`src/rtl/ah_snoop_pkg.sv`:
```
// Shared definitions for the snoop issuer: FSM state encoding and the
// default widths of the snoop data, snoop key and requester tag.
package ah_snoop_pkg;

    localparam int DATA_W_DEF = 110;
    localparam int KEY_W_DEF  = 32;
    localparam int TAG_W_DEF  = 8;

    // S_ prefix keeps S_BACKOFF distinct from the BACKOFF delay parameter.
    typedef enum logic [2:0] {
        S_IDLE    = 3'd0,
        S_ISSUE   = 3'd1,
        S_WAIT    = 3'd2,
        S_BACKOFF = 3'd3,
        S_RESP    = 3'd4
    } state_t;

endpackage

```
`src/rtl/ah_down_counter.sv`:
```
// Loadable 8-bit down counter with a zero flag. It serves both the match
// latency wait and the backoff delay in the snoop issuer.
//   clk, rst  : clock, synchronous active-high clear
//   load      : load load_val (has priority over dec)
//   dec       : decrement, holds at zero
//   zero      : count == 0
module ah_down_counter (
    input  logic       clk,
    input  logic       rst,
    input  logic       load,
    input  logic       dec,
    input  logic [7:0] load_val,
    output logic       zero
);

    logic [7:0] count;

    always_ff @(posedge clk) begin
        if (rst)
            count <= '0;
        else if (load)
            count <= load_val;
        else if (dec && count != 8'd0)
            count <= count - 8'd1;
    end

    assign zero = (count == 8'd0);

endmodule

```
`src/rtl/ah_snoop_issuer.sv`:
```
// Snoop issuer: accepts one lookup at a time, snoops the FIFO with the key,
// samples the match result MATCH_LAT cycles later, re-snoops after a
// BACKOFF gap on a hit (up to MAX_RETRY times) and returns the outcome.
//   req_*  : lookup request (key, tag), ready only in IDLE
//   sdata/svalid/smatch : snoop channel to the FIFO
//   rsp_*  : response (tag, hit, retry count), held until rsp_ready
//   busy   : any state other than IDLE
module ah_snoop_issuer
    import ah_snoop_pkg::*;
#(
    parameter int DATA_W    = DATA_W_DEF,
    parameter int KEY_W     = KEY_W_DEF,
    parameter int TAG_W     = TAG_W_DEF,
    parameter int MATCH_LAT = 1,
    parameter int MAX_RETRY = 3,
    parameter int BACKOFF   = 8
) (
    input  logic              clk,
    input  logic              rst,
    input  logic [KEY_W-1:0]  req_key,
    input  logic [TAG_W-1:0]  req_tag,
    input  logic              req_valid,
    output logic              req_ready,
    output logic [DATA_W-1:0] sdata,
    output logic              svalid,
    input  logic              smatch,
    output logic [TAG_W-1:0]  rsp_tag,
    output logic              rsp_hit,
    output logic [1:0]        rsp_retries,
    output logic              rsp_valid,
    input  logic              rsp_ready,
    output logic              busy
);

    state_t             state, state_nx;
    logic [KEY_W-1:0]   key_q;
    logic [TAG_W-1:0]   tag_q;
    logic [1:0]         retry_q, retry_nx;
    logic               hit_q, hit_nx;
    logic               cnt_load, cnt_dec, cnt_zero;
    logic [7:0]         cnt_val;

    always_ff @(posedge clk) begin
        if (rst) begin
            state   <= S_IDLE;
            key_q   <= '0;
            tag_q   <= '0;
            retry_q <= '0;
            hit_q   <= 1'b0;
        end else begin
            state   <= state_nx;
            retry_q <= retry_nx;
            hit_q   <= hit_nx;
            if (state == S_IDLE && req_valid) begin
                key_q <= req_key;
                tag_q <= req_tag;
            end
        end
    end

    always_comb begin
        state_nx = state;
        retry_nx = retry_q;
        hit_nx   = hit_q;
        cnt_load = 1'b0;
        cnt_dec  = 1'b0;
        cnt_val  = '0;
        case (state)
            S_IDLE: begin
                if (req_valid) begin
                    state_nx = S_ISSUE;
                    retry_nx = '0;
                    hit_nx   = 1'b0;
                end
            end
            S_ISSUE: begin
                // WAIT lasts MATCH_LAT cycles; the last one is the sample.
                cnt_load = 1'b1;
                cnt_val  = 8'(MATCH_LAT - 1);
                state_nx = S_WAIT;
            end
            S_WAIT: begin
                if (!cnt_zero) begin
                    cnt_dec = 1'b1;
                end else if (!smatch) begin
                    hit_nx   = 1'b0;
                    state_nx = S_RESP;
                end else if (retry_q < 2'(MAX_RETRY)) begin
                    retry_nx = retry_q + 2'd1;
                    cnt_load = 1'b1;
                    cnt_val  = 8'(BACKOFF - 1);
                    state_nx = S_BACKOFF;
                end else begin
                    hit_nx   = 1'b1;
                    state_nx = S_RESP;
                end
            end
            S_BACKOFF: begin
                if (cnt_zero) state_nx = S_ISSUE;
                else          cnt_dec  = 1'b1;
            end
            S_RESP: begin
                if (rsp_ready) state_nx = S_IDLE;
            end
            default: state_nx = S_IDLE;
        endcase
    end

    ah_down_counter u_cnt (
        .clk      (clk),
        .rst      (rst),
        .load     (cnt_load),
        .dec      (cnt_dec),
        .load_val (cnt_val),
        .zero     (cnt_zero)
    );

    // Outputs are forced to their idle values while rst is high so the
    // reset cycle itself already presents a quiet interface.
    assign req_ready   = (state == S_IDLE) || rst;
    assign busy        = (state != S_IDLE) && !rst;
    assign svalid      = (state == S_ISSUE) && !rst;
    assign sdata       = svalid ? DATA_W'(key_q) : '0;
    assign rsp_valid   = (state == S_RESP) && !rst;
    assign rsp_tag     = rsp_valid ? tag_q   : '0;
    assign rsp_hit     = rsp_valid ? hit_q   : 1'b0;
    assign rsp_retries = rsp_valid ? retry_q : 2'd0;

endmodule

```
`config.mk`:
```
export PLATFORM = sky130hd
export DESIGN_NAME = ah_snoop_issuer
export DESIGN_NICKNAME = d
export VERILOG_FILES = /design/src/rtl/ah_snoop_pkg.sv /design/src/rtl/ah_down_counter.sv /design/src/rtl/ah_snoop_issuer.sv
export SDC_FILE = /design/constraint.sdc
export NUM_CORES = 1
export LEC_CHECK = 0
export BUFFER_PORTS_ARGS = -buffer_cell sky130_fd_sc_hd__clkbuf_2
export CORE_MARGIN = 3
export CORE_UTILIZATION = 46
export CTS_BUF_LIST = sky130_fd_sc_hd__clkbuf_16
export DETAILED_ROUTE_END_ITERATION = 10
export PLACE_DENSITY = 0.79
export SLEW_MARGIN = 10
export SYNTH_ARGS = -nofsm -noshare
export SYNTH_HDL_FRONTEND = slang
export SYNTH_HIERARCHICAL = 1
export SYNTH_SLANG_ARGS = --single-unit
```
`constraint.sdc`:
```
create_clock -name clk -period 3.7 [get_ports clk]
set_clock_uncertainty 0.05 [all_clocks]
set_input_delay 0.74 -clock clk [delete_from_list [all_inputs] [get_ports clk]]
set_output_delay 0.74 -clock clk [all_outputs]
set_load 0.02 [all_outputs]
```
==> results of run 1 <==
-- cells in the final DEF (no fill, tap or decap), types with 2 or more instances in the layout --
cell type	instances
sky130_fd_sc_hd__clkbuf_2	91
sky130_fd_sc_hd__nand2_1	83
sky130_fd_sc_hd__conb_1	83
sky130_fd_sc_hd__dfxtp_1	54
sky130_fd_sc_hd__a21oi_1	46
sky130_fd_sc_hd__and2_1	44
sky130_fd_sc_hd__inv_1	8
sky130_fd_sc_hd__buf_4	8
sky130_fd_sc_hd__nor2_1	7
sky130_fd_sc_hd__o21ai_0	7
sky130_fd_sc_hd__nand2b_1	5
sky130_fd_sc_hd__clkbuf_16	5
sky130_fd_sc_hd__nor3b_1	4
sky130_fd_sc_hd__mux2i_1	3
sky130_fd_sc_hd__a211oi_1	3
sky130_fd_sc_hd__ha_1	3
sky130_fd_sc_hd__xnor2_1	3
sky130_fd_sc_hd__and3b_1	2
sky130_fd_sc_hd__nor3_1	2
sky130_fd_sc_hd__nor2b_1	2
sky130_fd_sc_hd__nand3_1	2
sky130_fd_sc_hd__or4_2	2
sky130_fd_sc_hd__or4_1	2
sky130_fd_sc_hd__a311oi_1	2
sky130_fd_sc_hd__or3_2	2
-- cells by family after synthesis --
group / Yosys count / share of synthesized area, %
multiplexers: 3 / 0.9252
XOR/XNOR: 3 / 0.8097
AO/OA/AOI/OAI: 67 / 12.91
AND/OR/NAND/NOR: 169 / 27.56
flip-flops: 54 / 33.31
buffers and inverters: 109 / 23.21
adder cells (fa/ha/maj): 3 / 1.157
other: 1 / 0.1155
-- layer usage --
| layer | track usage (%) | up-vias | share of wire, % |
|---|---|---|---|
| li1 | - | 1340 | - |
| met1 | 19.08 | 1230 | 42 |
| met2 | 28.81 | 99 | 49 |
| met3 | 5.175 | 4 | 7.6 |
| met4 | 2.679 | 0 | 0.59 |
| met5 | 0 | - | 0 |
-- area by class of cell --
type	count	area, um2	share of cell area (%)
Clock inverter	3	41.29	1.138
Sequential cell	54	1081	29.79
Timing Repair Buffer	99	515.5	14.21
Inverter	8	30.03	0.8276
Multi-Input combinational cell	328	1719	47.38
Clock buffer	5	125.1	3.448
Tap cell	93	116.4	3.207
-- through the flow --
stage | utilization (%) | hold WS [ns]
finish | 54.95 | 0.4000
global route | 54.95 | 0.4194
CTS | 54.95 | 0.4015
detailed placement | 52.43 | 0.3918
global placement | 52.43 | 0.3872
floorplan | - | 0.3817
-- report_power, final --
part           switching, W  total (W)  internal, W
logic              0.000308   0.000479     0.000171
clock network      0.000202   0.000519     0.000317
registers         0.0000536   0.000699     0.000646
total              0.000563    0.00170      0.00113
-- critical path, stage by stage --
cell and delay, ns:
sky130_fd_sc_hd__clkbuf_2 0.26, sky130_fd_sc_hd__nor4b_2 0.47, sky130_fd_sc_hd__buf_4 0.24, sky130_fd_sc_hd__and2_1 0.13
sky130_fd_sc_hd__clkbuf_2 0.17
-- state kept, by name, summed over array words and instances (netlist names) --
register     count
key_q           32
tag_q            8
u_cnt/count      8
state            3
retry_q          2
hit_q            1
-- worst paths after layout --
| kind | to | slack (ns) | from |
|---|---|---|---|
| hold reg to reg | key_q[4] | 0.40 | key_q[4] |
| hold / removal | key_q[4] | 0.40 | key_q[4] |
| setup reg to reg | u_cnt/count[7] | 1.15 | u_cnt/count[0] |
| setup / recovery | rsp_tag[7] | 0.89 | rst |
==> load_flow_metrics.sql, run 1 <==
INSERT INTO impl_metrics (metric_group, metric, value, unit) VALUES
('floorplanning', 'boundaryPins', '170', ''),
('floorplanning', 'fp.dieW', '90', 'um'),
('power_and_ir_drop', 'total_leakage_power', '1.728', 'nW'),
('worst_setup_path', 'critPathCaptureType', 'output pin', ''),
('synth', 'yosys.area.top_type', 'sky130_fd_sc_hd__dfxtp_1', ''),
('floorplanning', 'die_area', '0.008100', 'mm2'),
('worst_setup_path', 'cell_count_of_the_worst_reg_to_reg_path', '11', ''),
('layout', 'final_net_count', '544', ''),
('drt', 'via_count', '2673', ''),
('drt', 'drt-initial-drc-count', '127', ''),
('placement', 'placedCellCount', '582', ''),
('power_and_ir_drop', 'max_rail_drop_vdd', '202.3', 'uV'),
('synth', 'synthMostInstantiatedCell', 'sky130_fd_sc_hd__nand2_1', ''),
('cts', 'cts.clk_slew.worst_paths', '0.07', 'ns'),
('cts', 'clock-sinks', '54', ''),
('worst_hold_path', 'holdCritPathClass', 'reg2reg', ''),
('floorplanning', 'core_region_area', '0.006604', 'mm2'),
('global_route', 'globalRouteTotalUtil', '16.12', '%'),
('layout', 'layout_cells_sized_above_1', '24.14', '%'),
('layout', 'finalInstanceArea', '0.003628', 'mm2'),
('placement', 'hpwlAfterDp', '5044', 'um'),
('job', 'max_cap_violations', '0', ''),
('global_route', 'overflow', '0', ''),
('drt', 'vias_per_cell', '4.531', ''),
('global_route', 'grt_pass1_vias', '2506', ''),
('sta', 'report.final.slew_viol_count', '0', ''),
('cts', 'post-cts-setup-buffer-count', '0', ''),
('worst_setup_path', 'path_max_fanout', '19', ''),
('placement', 'detailed_place.area', '0.003462', 'mm2'),
('worst_setup_path', 'critPathArrivalTime', '2.02', 'ns'),
('sta', 'setup-tns-final', '0', 'ns'),
('global_route', 'antenna_found_initial', '0', ''),
('cts', 'tritoncts', 'done', ''),
('drt', 'routed_wirelength', '6830', 'um'),
('worst_hold_path', 'holdPathStages', '2', ''),
('synth', 'synth-main-ff-cell', 'sky130_fd_sc_hd__dfxtp_1', ''),
('placement', 'place_ws', '0.8496', 'ns'),
('global_route', 'grt_pass1_wl', '11210', 'um'),
('sta', 'final_worst_path_setup_slack', '0.8857', 'ns'),
('synth', 'netlist.area_leader.share', '33.31', '%'),
('synth', 'synth_enable_flop_cells', '0', ''),
('drt', 'routedWlPerCell', '11.58', 'um'),
('sta', 'period_share', '76.06', '%'),
('drt', 'drtPass1Iterations', '4', ''),
('cts', 'cts_hold_repair.buffers', '0', ''),
('floorplanning', 'floorplan.rows', '29', ''),
('placement', 'place.gp.congestion', '0.7945', ''),
('worst_setup_path', 'worstSetupPathType', 'in2out', ''),
('sta', 'hold_viol', '0', ''),
('placement', 'placement.io_buffers', '91', ''),
('synth', 'postSynthAreaPerCell', '7.935', 'um2'),
('power_and_ir_drop', 'total_power', '0.001697', 'W'),
('synth', 'synth_cell_types', '49', ''),
('sta', 'final_period_minus_worst_setup_slack', '2.814', 'ns'),
('worst_setup_path', 'worstPathRequired', '2.91', 'ns'),
('global_route', 'grt_max_degree', '42', ''),
('synth', 'synth.ff_latch_count', '54', ''),
('synth', 'synth_area_leaders', 'sky130_fd_sc_hd__dfxtp_1 (33%), sky130_fd_sc_hd__buf_4 (18%), sky130_fd_sc_hd__nand2_1 (9.6%)', ''),
('drt', 'ant_nets', '0', ''),
('cts', 'htree_levels', '2', ''),
('sta', 'rsz0062_at_grt', 'no', ''),
('cts', 'cts_inserted_buffers', '5', ''),
('synth', 'synth.top_cells.by_count', 'sky130_fd_sc_hd__nand2_1 (83), sky130_fd_sc_hd__buf_4 (79), sky130_fd_sc_hd__dfxtp_1 (54)', ''),
('layout', 'insertedDiodeCount', '0', ''),
('cts', 'ctsRootBufferMaster', 'sky130_fd_sc_hd__clkbuf_16', ''),
('sta', 'tightestPinTransition', '0.5434', 'ns'),
('sta', 'setup-violations-final', '0', ''),
('synth', 'ys_async_sr_fraction', '0', '%'),
('sta', 'timing.fmax', '0.3553', 'GHz'),
('outcome', 'outcome', 'complete, no violations', ''),
('synth', 'synth_sequential_area_ratio', '33.31', '%');
(Power assumes the default switching activity.)
==> run 2, diff against run 1 <==
--- a/config.mk
+++ b/config.mk
@@ -7,10 +7,10 @@
 export LEC_CHECK = 0
 export BUFFER_PORTS_ARGS = -buffer_cell sky130_fd_sc_hd__clkbuf_2
 export CORE_MARGIN = 3
-export CORE_UTILIZATION = 46
+export CORE_UTILIZATION = 41
 export CTS_BUF_LIST = sky130_fd_sc_hd__clkbuf_16
 export DETAILED_ROUTE_END_ITERATION = 10
-export PLACE_DENSITY = 0.79
+export PLACE_DENSITY = 0.75
 export SLEW_MARGIN = 10
 export SYNTH_ARGS = -nofsm -noshare
 export SYNTH_HDL_FRONTEND = slang
==> constraint.sdc (replaced) <==
create_clock -name clk -period 2.5 [get_ports clk]
set_clock_uncertainty 0.05 [all_clocks]
set_input_delay 0.5 -clock clk [delete_from_list [all_inputs] [get_ports clk]]
set_output_delay 0.5 -clock clk [all_outputs]
set_load 0.02 [all_outputs]
==> load_flow_metrics.sql, run 2 (synthesis results as in run 1) <==
INSERT INTO impl_metrics (metric_group, metric, value, unit) VALUES
('floorplanning', 'floorplan.rows', '31', ''),
('power_and_ir_drop', 'power_density', '683.9', 'mW/mm2'),
('power_and_ir_drop', 'total_switching_power', '0.0008322', 'W'),
('global_route', 'overflow', '0', ''),
('drt', 'routed_wirelength', '6832', 'um'),
('drt', 'ant_nets', '0', ''),
('placement', 'placement.io_buffers', '91', ''),
('drt', 'routedWlPerCell', '11.35', 'um'),
('global_route', 'globalRouteTotalUtil', '15.43', '%'),
('placement', 'place.gp.congestion', '0.7682', ''),
('sta', 'setup-tns-final', '0', 'ns'),
('sta', 'setup-violations-final', '0', ''),
('worst_setup_path', 'critPathArrivalTime', '1.79', 'ns'),
('worst_hold_path', 'holdPathStages', '2', ''),
('sta', 'hold_viol', '0', ''),
('global_route', 'antenna_found_initial', '0', ''),
('sta', 'period_share', '93.60', '%'),
('job', 'max_cap_violations', '0', ''),
('power_and_ir_drop', 'comb_power_share', '29.0', '%'),
('cts', 'clk_latency', '0.29', 'ns'),
('worst_setup_path', 'critical_path_buf_inv_count', '2', ''),
('cts', 'ctsRootBufferMaster', 'sky130_fd_sc_hd__clkbuf_16', ''),
('outcome', 'outcome', 'complete, no violations', ''),
('layout', 'final_common_cell', 'sky130_fd_sc_hd__clkbuf_2', ''),
('cts', 'max-clock-path-buffers', '2', ''),
('cts', 'htree_levels', '2', ''),
('worst_setup_path', 'critPathCaptureType', 'output pin', ''),
('layout', 'final_net_count', '550', ''),
('floorplanning', 'fp.dieW', '94.97', 'um'),
('layout', 'layout_cells_sized_above_1', '25.84', '%'),
('sta', 'timing.fmax', '0.4274', 'GHz'),
('worst_setup_path', 'path_max_fanout', '24', ''),
('power_and_ir_drop', 'switching_share', '32.94', '%'),
('sta', 'report.final.slew_viol_count', '0', ''),
('worst_setup_path', 'timing.critical_path.cells', 'nand2b_1 > nor3_4 > buf_4 > and2_1 > clkbuf_2', ''),
('cts', 'post-cts-setup-buffer-count', '0', ''),
('floorplanning', 'chipHeight', '94.97', 'um'),
('worst_setup_path', 'cell_count_of_the_worst_reg_to_reg_path', '10', ''),
('layout', 'top_regs', 'key_q (32), tag_q (8), u_cnt/count (8)', ''),
('power_and_ir_drop', 'share_clk_of_total_power', '30.4', '%'),
('drt', 'vias_per_cell', '4.482', ''),
('layout', 'insertedDiodeCount', '0', ''),
('cts', 'clock-sinks', '54', ''),
('floorplanning', 'start_util', '43.58', '%'),
('sta', 'tightestPinTransition', '0.6411', 'ns'),
('layout', 'largest_register_ff_count', '32', ''),
('cts', 'cts.clk_slew.worst_paths', '0.07', 'ns'),
('layout', 'postLayoutCoreUtil', '49.60', '%'),
('layout', 'largest_register', 'key_q', ''),
('worst_setup_path', 'worstSetupPathType', 'reg2out', ''),
('power_and_ir_drop', 'p_seq_share', '40.6', '%'),
('worst_setup_path', 'max_stage_delay', '0.51', 'ns'),
('cts', 'cts_inserted_buffers', '5', ''),
('layout', 'syn2layout_area_growth', '13.80', '%'),
('placement', 'hpwlAfterDp', '5169', 'um'),
('worst_setup_path', 'crit_family', 'simple AND/OR/NAND/NOR gates', ''),
('global_route', 'grt_pass1_vias', '2417', ''),
('cts', 'ctsResizeCount', '0', ''),
('floorplanning', 'boundaryPins', '170', ''),
('cts', 'tritoncts', 'done', ''),
('drt', 'post-route-drc-count', '0', ''),
('floorplanning', 'die_area', '0.009019', 'mm2'),
('sta', 'rsz0062_at_grt', 'no', ''),
('power_and_ir_drop', 'max_rail_drop_vdd', '320.1', 'uV'),
('layout', 'finish.cell_count_without_fillers', '602', ''),
('placement', 'place_ws', '0.1560', 'ns'),
('floorplanning', 'core_region_area', '0.007447', 'mm2'),
('cts', 'cts_hold_repair.buffers', '0', ''),
('worst_setup_path', 'critPathSlowestCell', 'sky130_fd_sc_hd__dfxtp_1', ''),
('placement', 'placedCellCount', '594', ''),
('sta', 'final_period_minus_worst_setup_slack', '2.340', 'ns'),
('drt', 'drtPass1Iterations', '4', ''),
('sta', 'final_worst_path_setup_slack', '0.1601', 'ns'),
('sta', 'timing.slew.headroom', '56.66', '%'),
('worst_hold_path', 'holdCritPathClass', 'in2reg', ''),
('power_and_ir_drop', 'intPower', '0.001694', 'W'),
('worst_setup_path', 'critical_path_depth', '5', ''),
('global_route', 'grt_pass1_wl', '11240', 'um'),
('drt', 'via_count', '2698', ''),
('global_route', 'grt_max_degree', '42', ''),
('layout', 'final_cell_mix', 'sky130_fd_sc_hd__clkbuf_2 (91), sky130_fd_sc_hd__nand2_1 (83), sky130_fd_sc_hd__conb_1 (83)', ''),
('power_and_ir_drop', 'total_leakage_power', '1.762', 'nW'),
('worst_setup_path', 'setup.worst_path.start_class', 'register', ''),
('worst_setup_path', 'worstPathRequired', '1.95', 'ns'),
('drt', 'drt-initial-drc-count', '148', '');
-- run 2: final cells by class --
type | count | area, um2
Clock buffer | 5 | 125.1
Clock inverter | 3 | 40.04
Tap cell | 99 | 123.9
Multi-Input combinational cell | 328 | 1733
Fill cell | 758 | 3754
Sequential cell | 54 | 1081
Inverter | 8 | 30.03
Timing Repair Buffer | 105 | 560.5
-- run 2: through the flow --
| stage | power, W | instance area [um2] | hold slack, ns |
|---|---|---|---|
| 6_report | 0.002526 | 3694 | 0.3447 |
| 5_1_grt | 0.002692 | 3694 | 0.3744 |
| 4_1_cts | 0.002545 | 3692 | 0.3431 |
| 3_5_place_dp | 0.001778 | 3527 | 0.3938 |
| 3_3_place_gp | 0.001755 | 3527 | 0.3877 |
| 2_1_floorplan | 0.001704 | 3560 | 0.3817 |
-- run 2: power groups by stage --
stage               clock, W  sequential, W  combinational [W]
global placement           0        0.00104           0.000715
finish              0.000767        0.00103           0.000732
detailed placement         0        0.00104           0.000733
CTS                 0.000781        0.00103           0.000737
floorplan                  0        0.00102           0.000684
global route        0.000825        0.00104           0.000824
-- run 2: path summary, 6_finish.rpt --
path,start,slack (ns),to
worst min register to register,tag_q[0],0.40,tag_q[0]
worst max-delay path,state[0],0.16,sdata[15]
worst min-delay path,rsp_ready,0.34,state[2]
worst max register to register,u_cnt/count[1],0.22,u_cnt/count[7]
-- run 2: per-layer routing --
layer / vias to the layer above / track usage [%] / routed length (um)
li1: 1358 / - / -
met1: 1225 / 18.15 / 2803
met2: 108 / 27.60 / 3388
met3: 7 / 3.745 / 562
met4: 0 / 4.567 / 77
met5: - / 0 / 0
